File: config.mk
export PLATFORM = sky130hd
export DESIGN_NAME = stopwatch_timebase
export DESIGN_NICKNAME = d
export VERILOG_FILES = /design/src/rtl/stopwatch_timebase.sv
export SDC_FILE = /design/constraint.sdc
export NUM_CORES = 1
export LEC_CHECK = 0
export ABC_AREA = 1
export CAP_MARGIN = 20
export CORE_AREA = 3 3 69 71
export CTS_BUF_LIST = sky130_fd_sc_hd__clkbuf_4 sky130_fd_sc_hd__clkbuf_8
export CTS_CLUSTER_SIZE = 14
export DETAILED_ROUTE_END_ITERATION = 16
export DIE_AREA = 0 0 72 74
export GPL_TIMING_DRIVEN = 0
export PLACE_DENSITY = 0.68
export SKIP_LAST_GASP = 1
export SLEW_MARGIN = 20
export SYNTH_ARGS = -nofsm -noshare
export SYNTH_HDL_FRONTEND = slang
export SYNTH_SLANG_ARGS = --single-unit
File: constraint.sdc
create_clock -name clk -period 2 [get_ports clk]
set_input_delay 0.3 -clock clk [delete_from_list [all_inputs] [get_ports clk]]
set_output_delay 0.3 -clock clk [all_outputs]
set_load 0.02 [all_outputs]
File: src/rtl/stopwatch_timebase.sv
// -----------------------------------------------------------------------------
// stopwatch_timebase
//
// Counting datapath behind the stopwatch run/pause/clear FSM. The FSM decodes
// are registered into a mode, and a prescaler produces one count step every
// DIV clocks while running. Each step advances a 4-digit packed-BCD elapsed
// time by 1 (ONE mode) or by 10 (TEN mode). The count saturates at MAX_BCD
// and raises a sticky overflow flag. The display value goes to the
// seven-segment mux.
//
// Parameters
//   DIV      clock cycles per count step (>= 2); prescaler is $clog2(DIV) bits
//   MAX_BCD  saturation ceiling as packed BCD; every nibble must be 0-9
//
// Ports
//   clk           in   system clock
//   rst           in   asynchronous active-high reset
//   clear_push    in   FSM is in CLEAR
//   pause_push    in   FSM is in PAUSE
//   one_run_push  in   FSM is in ones-run
//   ten_run_push  in   FSM is in tens-run
//   lap           in   lap button, one-cycle synchronized pulse
//   digits  [15:0] out  displayed BCD value {d3,d2,d1,d0}
//   tick          out  high in the first cycle a new count value is visible
//   ovf           out  sticky saturation flag, cleared only in IDLE
//   mode    [1:0] out  registered mode: 0 IDLE, 1 ONE, 2 TEN, 3 HOLD
//   frozen        out  lap freeze active
//
// Build option
//   STOPWATCH_LAP_EN  when defined, a lap pulse while running toggles a
//                     display freeze. When undefined, lap is ignored,
//                     frozen is 0 and digits always shows the live count.
// -----------------------------------------------------------------------------
module stopwatch_timebase #(
    parameter int unsigned DIV     = 10,
    parameter logic [15:0] MAX_BCD = 16'h9999
) (
    input  logic        clk,
    input  logic        rst,
    input  logic        clear_push,
    input  logic        pause_push,
    input  logic        one_run_push,
    input  logic        ten_run_push,
    input  logic        lap,
    output logic [15:0] digits,
    output logic        tick,
    output logic        ovf,
    output logic [1:0]  mode,
    output logic        frozen
);

    localparam int unsigned     PSC_W    = (DIV > 1) ? $clog2(DIV) : 1;
    localparam logic [PSC_W-1:0] PSC_LAST = PSC_W'(DIV - 1);

    typedef enum logic [1:0] {
        MODE_IDLE = 2'd0,
        MODE_ONE  = 2'd1,
        MODE_TEN  = 2'd2,
        MODE_HOLD = 2'd3
    } mode_e;

    // Priority clear > pause > ten > one; nothing asserted parks the counter.
    function automatic mode_e decode_mode(input logic c, input logic p,
                                          input logic t, input logic o);
        mode_e m;
        if (c)      m = MODE_IDLE;
        else if (p) m = MODE_HOLD;
        else if (t) m = MODE_TEN;
        else if (o) m = MODE_ONE;
        else        m = MODE_HOLD;
        return m;
    endfunction

    // Decimal increment of the packed BCD value. In tens mode the units digit
    // is skipped, so the +1 enters at d1. Bit 16 of the result is the carry
    // out of d3.
    function automatic logic [16:0] bcd_step(input logic [15:0] v, input logic tens);
        logic [15:0] r;
        logic        c;
        logic [3:0]  nib;
        r = v;
        c = 1'b1;
        for (int i = 0; i < 4; i++) begin
            if (!(tens && (i == 0))) begin
                nib = v[i*4 +: 4];
                if (c) begin
                    if (nib >= 4'd9) begin
                        r[i*4 +: 4] = 4'd0;
                        c           = 1'b1;
                    end else begin
                        r[i*4 +: 4] = nib + 4'd1;
                        c           = 1'b0;
                    end
                end
            end
        end
        return {c, r};
    endfunction

    // Clamp a step result to MAX_BCD. Bit 16 of the return flags the clamp.
    // Packed BCD with valid nibbles orders the same as its binary reading,
    // so a plain unsigned compare is enough.
    function automatic logic [16:0] saturate(input logic [16:0] sum);
        logic [16:0] r;
        if (sum[16] || (sum[15:0] > MAX_BCD)) r = {1'b1, MAX_BCD};
        else                                  r = {1'b0, sum[15:0]};
        return r;
    endfunction

    mode_e             mode_q,  mode_d;
    logic [PSC_W-1:0]  psc_q,   psc_d;
    logic [15:0]       count_q, count_d;
    logic              tick_q,  tick_d;
    logic              ovf_q,   ovf_d;

    logic              running;
    logic              step_en;
    logic [16:0]       step_sum;
    logic [16:0]       step_sat;

    assign running  = (mode_q == MODE_ONE) || (mode_q == MODE_TEN);
    assign step_en  = running && (psc_q == PSC_LAST);
    assign step_sum = bcd_step(count_q, mode_q == MODE_TEN);
    assign step_sat = saturate(step_sum);

    always_comb begin
        mode_d  = decode_mode(clear_push, pause_push, ten_run_push, one_run_push);
        psc_d   = psc_q;
        count_d = count_q;
        tick_d  = 1'b0;
        ovf_d   = ovf_q;
        case (mode_q)
            MODE_IDLE: begin
                psc_d   = '0;
                count_d = '0;
                ovf_d   = 1'b0;
            end
            MODE_ONE, MODE_TEN: begin
                // Switching between ONE and TEN keeps the prescaler phase.
                psc_d = (psc_q == PSC_LAST) ? '0 : psc_q + 1'b1;
                if (step_en) begin
                    count_d = step_sat[15:0];
                    ovf_d   = ovf_q | step_sat[16];
                    tick_d  = 1'b1;
                end
            end
            default: begin
            end
        endcase
    end

    always_ff @(posedge clk or posedge rst) begin
        if (rst) begin
            mode_q  <= MODE_IDLE;
            psc_q   <= '0;
            count_q <= '0;
            tick_q  <= 1'b0;
            ovf_q   <= 1'b0;
        end else begin
            mode_q  <= mode_d;
            psc_q   <= psc_d;
            count_q <= count_d;
            tick_q  <= tick_d;
            ovf_q   <= ovf_d;
        end
    end

    assign mode = mode_q;
    assign tick = tick_q;
    assign ovf  = ovf_q;

`ifdef STOPWATCH_LAP_EN
    logic        frozen_q, frozen_d;
    logic [15:0] lap_q,    lap_d;

    // The captured value is the count on display when lap arrives, even if
    // a step lands on the same edge.
    always_comb begin
        frozen_d = frozen_q;
        lap_d    = lap_q;
        if (mode_q == MODE_IDLE) begin
            frozen_d = 1'b0;
            lap_d    = '0;
        end else if (running && lap) begin
            frozen_d = ~frozen_q;
            if (!frozen_q) lap_d = count_q;
        end
    end

    always_ff @(posedge clk or posedge rst) begin
        if (rst) begin
            frozen_q <= 1'b0;
            lap_q    <= '0;
        end else begin
            frozen_q <= frozen_d;
            lap_q    <= lap_d;
        end
    end

    assign frozen = frozen_q;
    assign digits = frozen_q ? lap_q : count_q;
`else
    logic unused_lap;
    assign unused_lap = lap;
    assign frozen     = 1'b0;
    assign digits     = count_q;
`endif

endmodule
==> impl_metrics.json, run 1 <==
{
  "coreArea_mm2": 0.00429,
  "clkLatencyLatePin_ns": 0.27,
  "yosysUniqueCellTypes": 29,
  "dr.pass1.iters": 4,
  "netlist_area_mm2": 0.00186,
  "whs_ns": 0.528,
  "place.gp.congestion": 0.858,
  "p_per_area_mw_per_mm2": 384,
  "synth_sequential_area_ratio": 0.322,
  "drcViolationCount": 0,
  "mostFrequentLayoutCells": "44 x nand2_1, 37 x inv_1, 28 x buf_4",
  "hold_buffers": 0,
  "setup_slack_ns": -0.303,
  "cts_root_buffer": "clkbuf_8",
  "min_path_type": "in -> async",
  "syn_area_per_cell_um2": 7.08,
  "worstSetupPathType": "reg -> reg",
  "ys_ff_latch": 24,
  "worstPathMaxFanout": 7,
  "critPathLaunchType": "register",
  "drtAntennaViolNets": 0,
  "muxShareOfSynthArea": 0,
  "worst_ep_arrival_time_ns": 2.47,
  "vias": 2025,
  "synthXorXnorAreaFrac": 0.0235,
  "dieArea_mm2": 0.00533,
  "htreeDepth": 1,
  "seqCellArea_um2": 611,
  "finalHoldViolations": 0,
  "syn_inst": 263,
  "antenna_found_initial": 0,
  "track_usage": 0.193,
  "failed_checks": "setup timing",
  "required_ns": 2.17,
  "placementRows": 24,
  "period_minus_slack_ns": 2.30,
  "fmax_mhz": 434,
  "cts_inserted_buffers": 3,
  "clk_path_buf_depth": 2,
  "min_period_over_period": 1.15,
  "final_nets": 352,
  "rsz0062_at_grt": "yes",
  "tightest_slew_ns": 0.929,
  "final-setup-viol-count": 16,
  "leakagePower_nw": 1.40,
  "grt_pass1_wl_mm": 8.23,
  "multi_input_area_mm2": 0.00138,
  "wl_per_cell_um": 14.6,
  "chipHeight_um": 74,
  "synth_adder_area_share": 0.114,
  "diodes": 0,
  "start_util": 0.434,
  "grt-ovfl-total": 0,
  "path_clk_slew_ns": 0.09,
  "port_buffers": 25,
  "hpwl_mm": 3.00,
  "viasPerCell": 5.34,
  "drv_cap": 0,
  "finalNonFillerCells": 379,
  "relSlewSlack": 0.380,
  "cts_sinks": 24,
  "grt_max_degree": 25,
  "skew_ns": 0.00383,
  "vdd_drop_max_mv": 0.310,
  "cts_tree": "yes",
  "synthSimpleGateAreaFrac": 0.328,
  "drt-initial-drc-count": 200,
  "grt_pass1_vias": 1856,
  "area_growth_pct": 54.1,
  "synth_top_family_by_area": "simple AND/OR/NAND/NOR gates",
  "die_w_um": 72,
  "synth_compound_area_frac": 0.102,
  "drive_gt1_frac": 0.373,
  "crit_path_end_kind": "register",
  "fillers": 362,
  "dp_cells": 340,
  "ios": 28,
  "routed_wl_mm": 5.55,
  "syn_nets": 287,
  "yosysWarningCount": 0,
  "maxSlewViolCount": 0,
  "layout_commonest_cell": "nand2_1",
  "status": "finished with violations"
}
-- metrics by stage --
| step | power, mW | util | cell area [um2] | setup TNS [ns] | worst slack (ns) |
|---|---|---|---|---|---|
| final | 1.10 | 0.669 | 2870 | -3.85 | -0.303 |
| after global routing | 1.14 | 0.669 | 2870 | -5.77 | -0.427 |
| after CTS | 1.09 | 0.614 | 2640 | -1.91 | -0.176 |
| after detailed placement | 0.645 | 0.511 | 2190 | -5.37 | -0.418 |
| after global placement | 0.642 | 0.511 | 2190 | -5.34 | -0.435 |
| after floorplan | 0.606 | - | 1880 | -0.461 | -0.0456 |
-- synth_stat cells, drive strengths merged --
library cell  instances  share of area
nand2                73           0.17
inv                  45          0.091
dfrtp                24           0.32
nand3                24          0.067
nor2                 22          0.046
o21ai                20          0.056
ha                   17           0.11
nand4                 8          0.027
a21oi                 7          0.025
o22ai                 5          0.017
xor2                  5          0.024
buf                   3          0.013
and2                  2         0.0067
clkbuf                2         0.0040
nor3                  2         0.0081
or2                   2         0.0067
a31o                  1         0.0047
conb                  1         0.0020
-- timing repair --
| action | CTS | global route |
|---|---|---|
| gates cloned | 2 | 1 |
| hold endpoints to repair | 0 | 0 |
| pin swaps | 11 | 28 |
| setup buffers | 25 | 7 |
| gates resized for setup | 51 | 43 |
| endpoints found under the setup margin | 17 | 16 |
-- critical path: stages (launching register included) --
cell,delay [ns]
dfrtp_2,0.43
inv_4,0.09
ha_4,0.14
nor2_4,0.03
nand2_2,0.10
nand2_4,0.08
nand2_8,0.11
buf_6,0.13
nand4_1,0.13
nand2_2,0.12
nand2_1,0.06
and2_4,0.14
a21oi_2,0.15
nand2_2,0.11
nand2_4,0.12
nand2_4,0.07
nand2_8,0.12
nand2_1,0.06
-- path summary, 6_finish.rpt --
path	from	endpoint	slack, ns	cells after the start
worst max-delay path	digits[1]	digits[12]	-0.30	17
worst min-delay path	rst	mode[0]	0.53	2
worst max register to register	digits[1]	digits[12]	-0.30	17
worst min register to register	psc_q[0]	psc_q[0]	0.56	1
max in group asynchronous	rst	digits[8]	0.85	2
min in group clk	psc_q[0]	psc_q[0]	0.56	1
-- cell type report --
cell class,instances,share of cell area
repair buffers,58,0.187
inverters,45,0.0614
plain buffers,5,0.0113
flip-flops and latches,24,0.213
well taps,52,0.0227
clock buffers,3,0.0144
multi-input cells,191,0.480
clock inverters,1,0.0105
-- layer usage --
layer | share of wire | wire length (um) | global-route usage | up-vias
met4 | 0.029 | 159 | 0.0543 | 0
met5 | 0 | 0 | 0 | -
met2 | 0.52 | 2890 | 0.351 | 92
li1 | - | - | - | 966
met3 | 0.053 | 292 | 0.0257 | 22
met1 | 0.40 | 2210 | 0.242 | 945
-- logic make-up (layout without fill, tap and decap cells) --
| logic type | after synthesis | in the layout |
|---|---|---|
| AOI/OAI and AO/OA | 33 | 33 |
| xor gates and xnor gates | 5 | 5 |
| adders and majority gates | 17 | 17 |
| buffers and inverters | 50 | 112 |
| DFF | 24 | 24 |
| other | 1 | 1 |
| and+or+nand+nor | 133 | 135 |
-- state kept, by name, indices dropped and copies added, names as in the netlist --
register and flops:
digits 16, psc_q 4, mode 2, ovf 1, tick 1
-- where the power goes --
group / internal [mW] / switching [mW]
Sequential: 0.501 / 0.0159
Combinational: 0.0605 / 0.0875
Clock: 0.268 / 0.169
Total: 0.830 / 0.273
Note: power is estimated with default switching activity, not from simulation.
==> run 2: changes to the inputs <==
Settings changed: CORE_AREA 3 3 69 71 to 2 2 68 70, DIE_AREA 0 0 72 74 to 0 0 70 72.
==> run 2 against run 1 <==
The flow still finishes with violations (setup timing). Clock-buffer cell count up 1. Combinational power up 5%. Wire length down 11%. Critical path type unchanged. Largest cell class unchanged. Largest power group unchanged.
==> impl_metrics.json, run 2 (synthesis results as in run 1) <==
{
  "place.gp.congestion": 0.798,
  "area_growth_pct": 46.0,
  "largest_reg_flops": 16,
  "crit_top_cell": "nand2_4",
  "worstPathMaxFanout": 7,
  "finalHoldViolations": 0,
  "status": "finished with violations",
  "p_per_area_mw_per_mm2": 375,
  "tightest_slew_ns": 0.883,
  "wl_per_cell_um": 13.2,
  "drv_cap": 0,
  "final_nets": 347,
  "vias": 1939,
  "preCtsSetupSlack_ns": -0.449,
  "min_period_over_period": 1.14,
  "placementRows": 24,
  "worstSetupPathType": "reg -> reg",
  "routed_wl_mm": 4.93,
  "hpwl_mm": 2.94,
  "critical_path.top_delay_family": "simple AND/OR/NAND/NOR gates",
  "failed_checks": "setup timing",
  "vdd_drop_max_mv": 0.339,
  "start_util": 0.437,
  "path_clk_slew_ns": 0.09,
  "leakagePower_nw": 1.32,
  "cts_sinks": 24,
  "critPathLaunchType": "register",
  "fmax_mhz": 438,
  "worstPathCellList": "inv_4 > ha_4 > nor2_4 > a21oi_4 > buf_12 > buf_4 > o21ai_0 > o21ai_1 > nand2_2 > nor3_2 > nand2_4 > nand2_4 > nand2_4 > nand2_8 > nand2_2",
  "setup_slack_ns": -0.284,
  "final-setup-viol-count": 16,
  "fillers": 350,
  "diodes": 0,
  "rsz0062_at_grt": "yes",
  "clkLatencyLatePin_ns": 0.28,
  "required_ns": 2.18,
  "mostFrequentLayoutCells": "50 x nand2_1, 36 x inv_1, 25 x clkdlybuf4s50_1",
  "drtAntennaViolNets": 0,
  "layout_commonest_cell": "nand2_1",
  "crit_buf_inv": 3,
  "min_path_type": "in -> async",
  "fin_setup_tns_ns": -3.97,
  "grt_pass1_wl_mm": 7.81,
  "chipHeight_um": 72,
  "grt_pass1_vias": 1759,
  "grt_max_degree": 25,
  "cp_slowest_cell": "dfrtp_2",
  "crit_path_end_kind": "register",
  "die_w_um": 70,
  "drt-initial-drc-count": 92,
  "maxSlewViolCount": 0,
  "worst_ep_arrival_time_ns": 2.46,
  "antenna_found_initial": 0,
  "htreeDepth": 1,
  "regToRegSetupSlack_ns": -0.28,
  "cts_inserted_buffers": 3,
  "drcViolationCount": 0,
  "port_buffers": 25,
  "dieArea_mm2": 0.00504,
  "grt-ovfl-total": 0,
  "viasPerCell": 5.18,
  "cp_slowest_stage_delay_ns": 0.43,
  "cts_root_buffer": "clkbuf_8",
  "cts_tree": "yes",
  "drive_gt1_frac": 0.320,
  "period_minus_slack_ns": 2.28,
  "skew_ns": 0.00420,
  "relSlewSlack": 0.408,
  "ios": 28,
  "track_usage": 0.191,
  "coreArea_mm2": 0.00426,
  "dr.pass1.iters": 4,
  "clk_path_buf_depth": 2
}
[run 2: cell types whose count changed in the layout (fill, tap and decap cells not counted), moves of 2 or more]
| cell | delta |
|---|---|
| o21ai_2 | -2 |
| nand3_1 | +3 |
| buf_4 | -5 |
| o21ai_1 | -3 |
| ha_4 | -2 |
| nand2_1 | +6 |
| nor2_4 | -2 |
| nand2_4 | -4 |
| nand3_2 | -3 |
| o21ai_0 | +5 |
[run 2: routing by layer]
layer,GRT usage,vias to the layer above,share of wire
li1,-,954,-
met1,0.244,915,0.43
met2,0.337,55,0.50
met3,0.0250,15,0.043
met4,0.0641,0,0.026
met5,0,-,0
[run 2: final timing paths]
check	start	endpoint	depth (start not counted)
setup / recovery	digits[5]	digits[4]	15
hold / removal	rst	digits[7]	2
hold reg to reg	psc_q[3]	psc_q[3]	2
min in group clk	psc_q[3]	psc_q[3]	2
setup reg to reg	digits[5]	digits[4]	15
max in group asynchronous	rst	digits[12]	2
[run 2: cell type report]
cell class                      count  area [um2]  area share
Sequential cell                    24         611       0.224
Clock buffer                        4        55.1      0.0202
Multi-Input combinational cell    191        1270       0.466
Buffer                              5        32.5      0.0120
Timing Repair Buffer               53         509       0.187
Tap cell                           52        65.1      0.0239
Inverter                           45         179      0.0658
[run 2: per-stage QoR]
| stage | power (mW) | util | area [um2] | hold slack (ns) | std cells |
|---|---|---|---|---|---|
| 6_report | 1.02 | 0.638 | 2720 | 0.396 | 374 |
| 5_1_grt | 1.07 | 0.638 | 2720 | 0.516 | 374 |
| 4_1_cts | 1.01 | 0.587 | 2500 | 0.562 | 362 |
| 3_5_place_dp | 0.647 | 0.515 | 2190 | 0.541 | 340 |
| 3_3_place_gp | 0.643 | 0.515 | 2190 | 0.535 | 340 |
| 2_1_floorplan | 0.606 | - | 1880 | 0.314 | 263 |
[run 2: timing repair]
item / CTS / global route
pin swaps: 20 / 24
endpoints found under the setup margin: 17 / 16
setup buffers: 16 / 12
resized for setup: 33 / 32
hold buffers: 0 / 0
gates cloned: 2 / 1
[run 2: report_power, final]
| part | total [mW] | internal, mW | switching (mW) |
|---|---|---|---|
| Clock | 0.350 | 0.177 | 0.174 |
| Combinational | 0.155 | 0.0650 | 0.0895 |
| Sequential | 0.517 | 0.501 | 0.0152 |
==> run 3: changes to the inputs <==
Settings changed: CORE_AREA 2 2 68 70 to 2 2 64 66, DIE_AREA 0 0 70 72 to 0 0 66 68, MAX_ROUTING_LAYER set to met4, PLACE_DENSITY 0.68 to 0.76, RECOVER_POWER set to 50.
==> run 3 against run 2 <==
The flow still finishes with violations (setup timing). Design area fell by 2.8%. Sequential cell count did not move. Register-to-register slack got worse by 0.04 ns. Combinational power shrank 6%. Wire length decreased by 3.5%. Non-clock buffer count shrank 5. Clock power is 26% higher. Via count down 1.7%. Largest power group unchanged. Utilization is 4.8 points higher. Setup slack lost 0.042 ns.
==> impl_metrics.json, run 3 (synthesis results as in run 1) <==
{
  "status": "finished with violations",
  "failed_checks": "setup timing",
  "design_area_mm2": 0.00264,
  "fmax_mhz": 430,
  "chipHeight_um": 68,
  "rsz0062_at_grt": "yes",
  "final_nets": 341,
  "critPathLaunchType": "register",
  "hold_buffers": 0,
  "grt_pass1_vias": 1791,
  "place.gp.congestion": 0.849,
  "finalHoldViolations": 0,
  "final-setup-viol-count": 16,
  "relSlewSlack": 0.394,
  "period_minus_slack_ns": 2.33,
  "skew_ns": 0.00312,
  "wl_met2_mm": 2.43,
  "leakagePower_nw": 1.26,
  "met1Wirelength_mm": 1.93,
  "viasPerCell": 5.21,
  "grt-ovfl-total": 0,
  "dieArea_mm2": 0.00449,
  "tightest_slew_ns": 0.908,
  "required_ns": 2.16,
  "clkLatencyLatePin_ns": 0.27,
  "clk_path_buf_depth": 2,
  "track_usage": 0.230,
  "drt-initial-drc-count": 82,
  "die_w_um": 66,
  "grt_pass1_wl_mm": 7.78,
  "hpwl_mm": 2.89,
  "start_util": 0.483,
  "pwr-share-comb": 0.132,
  "cts_tree": "yes",
  "utilization": 0.686,
  "path_clk_slew_ns": 0.09,
  "drtAntennaViolNets": 0,
  "regToRegSetupSlack_ns": -0.33,
  "worstSetupPathType": "reg -> reg",
  "drive_gt1_frac": 0.294,
  "min_path_type": "reg -> reg",
  "port_buffers": 25,
  "maxSlewViolCount": 0,
  "seqCellArea_um2": 609,
  "grt_max_degree": 25,
  "ios": 28,
  "pwr-share-seq": 0.469,
  "worst_ep_arrival_time_ns": 2.49,
  "p_sw_frac": 0.250,
  "mostFrequentLayoutCells": "53 x nand2_1, 38 x inv_1, 23 x clkdlybuf4s50_1",
  "area_growth_pct": 41.9,
  "vias": 1907,
  "p_per_area_mw_per_mm2": 417,
  "cts_sinks": 24,
  "fillers": 303,
  "layout_commonest_cell": "nand2_1",
  "placementRows": 23,
  "routed_wl_mm": 4.76,
  "crit_path_end_kind": "register",
  "placed_area_mm2": 0.00219,
  "antenna_found_initial": 0,
  "min_period_over_period": 1.16,
  "coreArea_mm2": 0.00386,
  "p_clk_frac": 0.400,
  "drcViolationCount": 0,
  "diodes": 0,
  "cts_inserted_buffers": 3,
  "wl_per_cell_um": 13.0,
  "internal_power_mw": 0.827,
  "worstPathMaxFanout": 6,
  "largest_reg_flops": 16,
  "vdd_drop_max_mv": 0.311,
  "power.net_switching_mw": 0.275,
  "dr.pass1.iters": 4,
  "setup_slack_ns": -0.326,
  "htreeDepth": 1,
  "dr_wl_met3_um": 298,
  "drv_cap": 0,
  "cts_root_buffer": "clkbuf_8",
  "multi_input_area_mm2": 0.00126,
  "fin_setup_tns_ns": -4.00,
  "top_layer": "met4"
}
[run 3: changes by cell type in the layout (fill, tap and decap cells not counted), sizes merged]
cell,previous run,this run
buf,31,26
clkinv,1,0
bufinv,0,1
clkbuf,6,5
clkdlybuf4s50,25,23
dlygate4sd3,0,2
inv,44,45
nand2,75,74
[run 3: repair_timing]
item                                    4_1_cts  5_1_grt
cloned                                        2        0
pin swaps                                    20       11
endpoints found under the setup margin       17       17
resized for setup                            39       19
buffers inserted                             16        6
[run 3: power groups by stage]
stage | registers (mW) | clock network [mW] | logic (mW)
floorplan | 0.528 | 0 | 0.0780
global placement | 0.526 | 0 | 0.115
detailed placement | 0.527 | 0 | 0.119
CTS | 0.517 | 0.440 | 0.140
global route | 0.520 | 0.463 | 0.163
finish | 0.517 | 0.441 | 0.145
[run 3: worst max-delay path, cell delays in order, from the launching register on]
cell	delay (ns)
dfrtp_2	0.46
ha_4	0.18
nor2_4	0.09
nand2_2	0.07
nand2_2	0.10
nand2_4	0.12
buf_6	0.17
nand2_4	0.06
nand2_2	0.06
buf_4	0.14
nand3_2	0.07
nand3_2	0.07
nand2_1	0.07
nand3_1	0.08
nand2_2	0.12
nand2_4	0.10
buf_4	0.15
nand3_2	0.05
o21ai_1	0.06
[run 3: worst paths after layout]
kind                            startpoint        end  cells past startpoint
worst max-delay path             digits[0]  digits[5]                     18
worst min-delay path              psc_q[0]   psc_q[0]                      1
min in group asynchronous              rst    mode[0]                      2
worst min register to register    psc_q[0]   psc_q[0]                      1
max in group asynchronous              rst  digits[8]                      2
worst max register to register   digits[0]  digits[5]                     18
[run 3: routing by layer]
metal,track usage,up-vias
li1,-,940
met1,0.269,882
met2,0.405,69
met3,0.0296,16
met4,0.0893,0
met5,-,-
[run 3: cell type report]
cell class,count,area share
Multi-Input combinational cell,190,0.476
Inverter,45,0.0658
Clock inverter,1,0.0114
Buffer,5,0.0123
Sequential cell,24,0.230
Tap cell,50,0.0237
Timing Repair Buffer,48,0.165
Clock buffer,3,0.0156
[run 3: per-stage QoR]
stage                     cells  worst slack (ns)  power [mW]  hold slack, ns
final                       366            -0.326        1.10           0.562
after global routing        366            -0.393        1.15           0.599
after CTS                   360            -0.196        1.10           0.563
after detailed placement    338            -0.426       0.646           0.549
after global placement      338            -0.397       0.641           0.534
after floorplan             263           -0.0456       0.606           0.314
